==> src/rtl/reg_file_param.sv <==
// Parametrised register file with latched source/destination pointers, auto-increment and pointer readback.
// Optional same-cycle write forwarding is enabled with `define REG_FILE_BYPASS_EN.
module reg_file_param #(
  parameter int WIDTH    = 8,
  parameter int DEPTH    = 8,
  parameter int ZERO_REG = 0,
  parameter int IDX_W    = $clog2(DEPTH)
) (
  input  logic             CLK,
  input  logic             RESET_N,
  input  logic             REGWRITE,
  input  logic             SETSRC,
  input  logic             SETDEST,
  input  logic             AUTOINC,
  input  logic [IDX_W-1:0] rt_index,
  input  logic [WIDTH-1:0] write_value,
  output logic [WIDTH-1:0] rs,
  output logic [WIDTH-1:0] rt,
  output logic [IDX_W-1:0] src_index,
  output logic [IDX_W-1:0] dest_index
);

  localparam logic [IDX_W:0]   DEPTH_V  = (IDX_W+1)'(DEPTH);
  localparam logic [IDX_W-1:0] LAST_IDX = IDX_W'(DEPTH - 1);
  localparam bit               ZERO_EN  = (ZERO_REG != 0);

  logic [WIDTH-1:0] regs_r [DEPTH];
  logic [IDX_W-1:0] src_r;
  logic [IDX_W-1:0] dest_r;
  logic [IDX_W-1:0] dest_nxt_s;
  logic [IDX_W-1:0] rt_safe_s;
  logic             rt_in_range_s;
  logic             we_s;

  // Index qualification and write-enable, including the hardwired-zero discard.
  always_comb begin
    rt_in_range_s = ({1'b0, rt_index} < DEPTH_V);
    if (rt_in_range_s) begin
      rt_safe_s = rt_index;
    end else begin
      rt_safe_s = '0;
    end
    if (ZERO_EN && (dest_r == '0)) begin
      we_s = 1'b0;
    end else begin
      we_s = REGWRITE;
    end
  end

  // Destination pointer next value: pointer load beats auto-increment.
  always_comb begin
    dest_nxt_s = dest_r;
    if (SETDEST && rt_in_range_s) begin
      dest_nxt_s = rt_index;
    end else if (REGWRITE && AUTOINC) begin
      if (dest_r == LAST_IDX) begin
        dest_nxt_s = '0;
      end else begin
        dest_nxt_s = dest_r + {{(IDX_W-1){1'b0}}, 1'b1};
      end
    end else begin
      dest_nxt_s = dest_r;
    end
  end

  // Pointer and register array state.
  always_ff @(posedge CLK or negedge RESET_N) begin
    if (!RESET_N) begin
      src_r  <= '0;
      dest_r <= '0;
      for (int i = 0; i < DEPTH; i++) begin
        regs_r[i] <= '0;
      end
    end else begin
      if (SETSRC && rt_in_range_s) begin
        src_r <= rt_index;
      end
      dest_r <= dest_nxt_s;
      if (we_s) begin
        regs_r[dest_r] <= write_value;
      end
    end
  end

  // Read ports; out-of-range rt reads zero.
  always_comb begin
`ifdef REG_FILE_BYPASS_EN
    if (we_s && (src_r == dest_r)) begin
      rs = write_value;
    end else begin
      rs = regs_r[src_r];
    end
    if (!rt_in_range_s) begin
      rt = '0;
    end else if (we_s && (rt_index == dest_r)) begin
      rt = write_value;
    end else begin
      rt = regs_r[rt_safe_s];
    end
`else
    rs = regs_r[src_r];
    if (rt_in_range_s) begin
      rt = regs_r[rt_safe_s];
    end else begin
      rt = '0;
    end
`endif
  end

  assign src_index  = src_r;
  assign dest_index = dest_r;

endmodule

==> config.mk <==
export PLATFORM = sky130hd
export DESIGN_NAME = reg_file_param
export DESIGN_NICKNAME = d
export VERILOG_FILES = /design/src/rtl/reg_file_param.sv
export SDC_FILE = /design/constraint.sdc
export NUM_CORES = 1
export LEC_CHECK = 0
export CAP_MARGIN = 20
export CORE_ASPECT_RATIO = 0.9
export CORE_MARGIN = 5
export CORE_UTILIZATION = 55
export CTS_BUF_LIST = sky130_fd_sc_hd__clkbuf_4 sky130_fd_sc_hd__clkbuf_8
export DETAILED_ROUTE_END_ITERATION = 10
export HOLD_SLACK_MARGIN = 0.06
export PLACE_DENSITY = 0.77
export RECOVER_POWER = 50
export SETUP_SLACK_MARGIN = 0.4
export SLEW_MARGIN = 10
export SYNTH_ARGS = -nofsm -noshare
export SYNTH_HDL_FRONTEND = slang
export SYNTH_SLANG_ARGS = --single-unit
==> constraint.sdc <==
create_clock -name CLK -period 2.9 [get_ports CLK]
set_input_delay 0.725 -clock CLK [delete_from_list [all_inputs] [get_ports CLK]]
set_output_delay 0.725 -clock CLK [all_outputs]
set_load 0.02 [all_outputs]
==> results.rst <==
.. list-table::
   :header-rows: 1

   * - Metric
     - Value
   * - Outcome
     - finished, final reports clean
   * - Initial cell density of the core
     - between 50% and 60%
   * - Nets
     - 305
   * - Standard cell with the maximum stage delay on the critical path
     - mux4_2
   * - Final Hold Violating Endpoints
     - 0
   * - DRC marker count from the first detailed-route iteration
     - between 100 and 150
   * - CTS H-tree depth
     - 3
   * - TritonCTS clock tree
     - built
   * - Slew Limit Headroom
     - between 5 and 6%
   * - Number of search-and-repair iterations in the first detailed-routing pass
     - 4
   * - Most common cell on crit path
     - buf_6
   * - Biggest fanout along the worst timing path
     - 6
   * - Count of hold buffers inserted by post-cts repair
     - 0
   * - Number of antenna cells inserted
     - 0
   * - Worst vdd ir
     - approximately 0.00049 V
   * - Number of distinct library cells after synthesis
     - 20
   * - Data arrival time of the critical path
     - ~2.0 ns
   * - Gp weighted congestion
     - roughly 0.75
   * - First-pass GRT wire length
     - around 15,000 um
   * - Yosys warning count
     - 0
   * - Clock latency at the later pin of the worst-skew pair
     - about 0.35 ns
   * - Met3 routed wirelength
     - between 400 and 500 um
   * - Layout cells sized above 1
     - approximately three fifths
   * - Critical setup path kind
     - flop to output pin
   * - Leading area contributor after synthesis
     - dfrtp_1
   * - Fin crit share
     - between 90% and 100%
   * - Ordered list of cells on the worst path
     - buf_6 -> buf_16 -> mux4_2 -> mux2_4 -> buf_6
   * - Sequential-to-total area share from yosys stat
     - a little under half
   * - Net count of the mapped netlist
     - ~240
   * - Maximum clock frequency
     - about 0.37 GHz
   * - DR DRC count
     - 0
   * - Count of standard-cell rows
     - 29
   * - Die width
     - a little under 100 um
   * - Setup Skew
     - roughly 0.007 ns
   * - Path category of the worst min-delay check
     - flop to flop
   * - Netlist area before placement
     - roughly 3900 um2
   * - Critical path startpoint category
     - flop
   * - Clock tree root driver cell
     - clkbuf_8
   * - Input/output buffers
     - 38
   * - Top post-synthesis cells by area
     - dfrtp_1 (45%), mux2_2 (24%), mux4_1 (20%)
   * - Max stage delay on crit path
     - 0.49 ns
   * - Detailed-placement wirelength estimate
     - 5390 um
   * - Floorplan die height
     - between 80 and 90 um
   * - Growth of design area from synthesis to finish
     - 23.8%
   * - Clk slew on worst S/H paths
     - around 0.070 ns
   * - Clock Path Buffers
     - 2
   * - Crit path time final
     - ~2.7 ns
   * - Clock Sinks
     - 70
   * - Most instantiated library cell after synthesis
     - mux2_2
   * - Endpoints failing setup
     - 0
   * - Register bit total from synthesis
     - 70
   * - Kind of end point of the critical path
     - output pin
   * - Total congestion overflow after global routing
     - 0
   * - Share of the synthesized area in the top cell type
     - a little under half
   * - Met1 wire length
     - between 3000 and 4000 um
   * - Count of mapped cells out of synthesis
     - 224
   * - Met2 routed wirelength
     - 4760 um
   * - Highest routed metal layer
     - met4
   * - Total clock buffers created by CTS
     - 9
   * - DR vias
     - 2,348
   * - Final Total Pwr
     - slightly below 4 mW
   * - Most used flip-flop cell after synthesis
     - dfrtp_1
   * - Die outline area
     - ~8800 um2
   * - Synthesized area per cell
     - between 15 and 20 um2
   * - Setup repair after global routing missed its margin
     - yes
   * - Leakage power summed over all cells
     - just over 2 nW
   * - Number of global-route vias before repair
     - approximately 2,500
   * - Routed length per placed instance
     - 23.5 um
   * - Core region area
     - 6970 um2
   * - Worst-Margin Slew
     - roughly 1.4 ns
   * - Total wire length after detailed routing
     - 9020 um
   * - Number of enable flip-flop cells after synthesis
     - 0
   * - Most common library cells after synthesis
     - mux2_2 (83), dfrtp_1 (70), mux4_1 (30)
   * - Antenna violations before repair
     - 0
   * - MaxCap Viol Count
     - 0
   * - Tot GR Track Use
     - 22.3%
   * - Number of vias per cell
     - approximately 6.1
   * - Pin count of the biggest net entering global routing
     - 48
   * - Data required time of the worst path
     - roughly 2.2 ns
   * - Cell area power density
     - slightly above 800 nW/um2
   * - Remaining antenna violation count
     - 0
   * - Worst hold slack
     - about 0.53 ns
   * - I/O pin count
     - 39
   * - Share of async-settable or async-resettable flops after synthesis
     - 100%
   * - Setup tns final
     - 0 ns
   * - Number of slew-limit violations in the final report
     - 0
## per-layer routing
layer	global-route usage, %	vias to the layer above
met2	38.7	59
met1	28.2	1259
li1	-	1020
met3	6.41	10
met5	0	-
met4	5.21	0
## final cells by class
| cell class | instances | area [um2] |
|---|---|---|
| flip-flops and latches | 70 | 1760 |
| multi-input cells | 137 | 1940 |
| repair buffers | 68 | 777 |
| clock inverters | 6 | 61.3 |
| clock buffers | 10 | 138 |
| fillers | 496 | 2180 |
| well taps | 93 | 116 |
## what timing repair did
item                       CTS  global route
gates resized for setup    134             7
setup buffers                3             1
gates cloned                 5             0
setup endpoints to repair   17            17
## through the flow
| step | util [%] | std cells | instance area (um2) | setup WS [ns] |
|---|---|---|---|---|
| floorplan | - | 224 | 3880 | 0.404 |
| global placement | 63.9 | 359 | 4450 | -0.644 |
| detailed placement | 63.9 | 359 | 4450 | -0.653 |
| CTS | 68.6 | 383 | 4780 | 0.207 |
| global route | 68.8 | 384 | 4790 | 0.135 |
| finish | 68.8 | 384 | 4790 | 0.214 |
## power breakdown
part	internal (mW)	switching (mW)
Clock	0.417	0.373
Sequential	1.32	0.282
Combinational	0.966	0.509
Total	2.70	1.16
## sequential cells by signal, indices dropped and copies added (netlist names)
signal      flops
regs_r         64
dest_index      3
src_index       3
## placed cells by master, fill, tap and decap left out, types with 2 or more instances in the layout
cell type,n
a21boi_0,3
and3_1,2
buf_12,6
buf_16,5
buf_2,2
buf_4,15
buf_6,17
clkbuf_1,4
clkbuf_8,10
clkdlybuf4s50_1,17
clkinv_2,3
dfrtp_1,67
dfrtp_2,3
dlygate4sd3_1,2
ha_1,2
mux2_2,70
mux2_4,13
mux4_1,4
mux4_2,27
nand2b_1,3
nand4b_1,3
nor4bb_2,3
o31a_1,3
## worst max-delay path, delay by kind of cell (launching register included)
family	cells	cell delay, ns
DFF	1	0.44
muxes	2	0.78
buffers and inverters	3	0.40
## worst paths after layout
| path | start | end | slack, ns | depth (start not counted) |
|---|---|---|---|---|
| setup / recovery | src_index[0] | rs[2] | 0.21 | 5 |
| hold / removal | regs_r[8] | regs_r[8] | 0.53 | 1 |
| setup reg to reg | dest_index[1] | regs_r[4] | 1.15 | 3 |
| hold reg to reg | regs_r[8] | regs_r[8] | 0.53 | 1 |
| max in group asynchronous | RESET_N | src_index[2] | 1.27 | 1 |
| min in group asynchronous | RESET_N | regs_r[30] | 0.69 | 1 |
## logic make-up (layout without fill, tap and decap cells)
kind of cell	after synthesis	in the layout	share of synthesized area (%)
AO/OA/AOI/OAI	6	6	1.26
buffers and inverters	17	84	3.78
AND/OR/NAND/NOR	14	14	3.30
adder cells (fa/ha/maj)	2	2	0.647
flip-flops	70	70	45.3
multiplexers	115	115	45.7
Power figures use the tool's default switching activity.
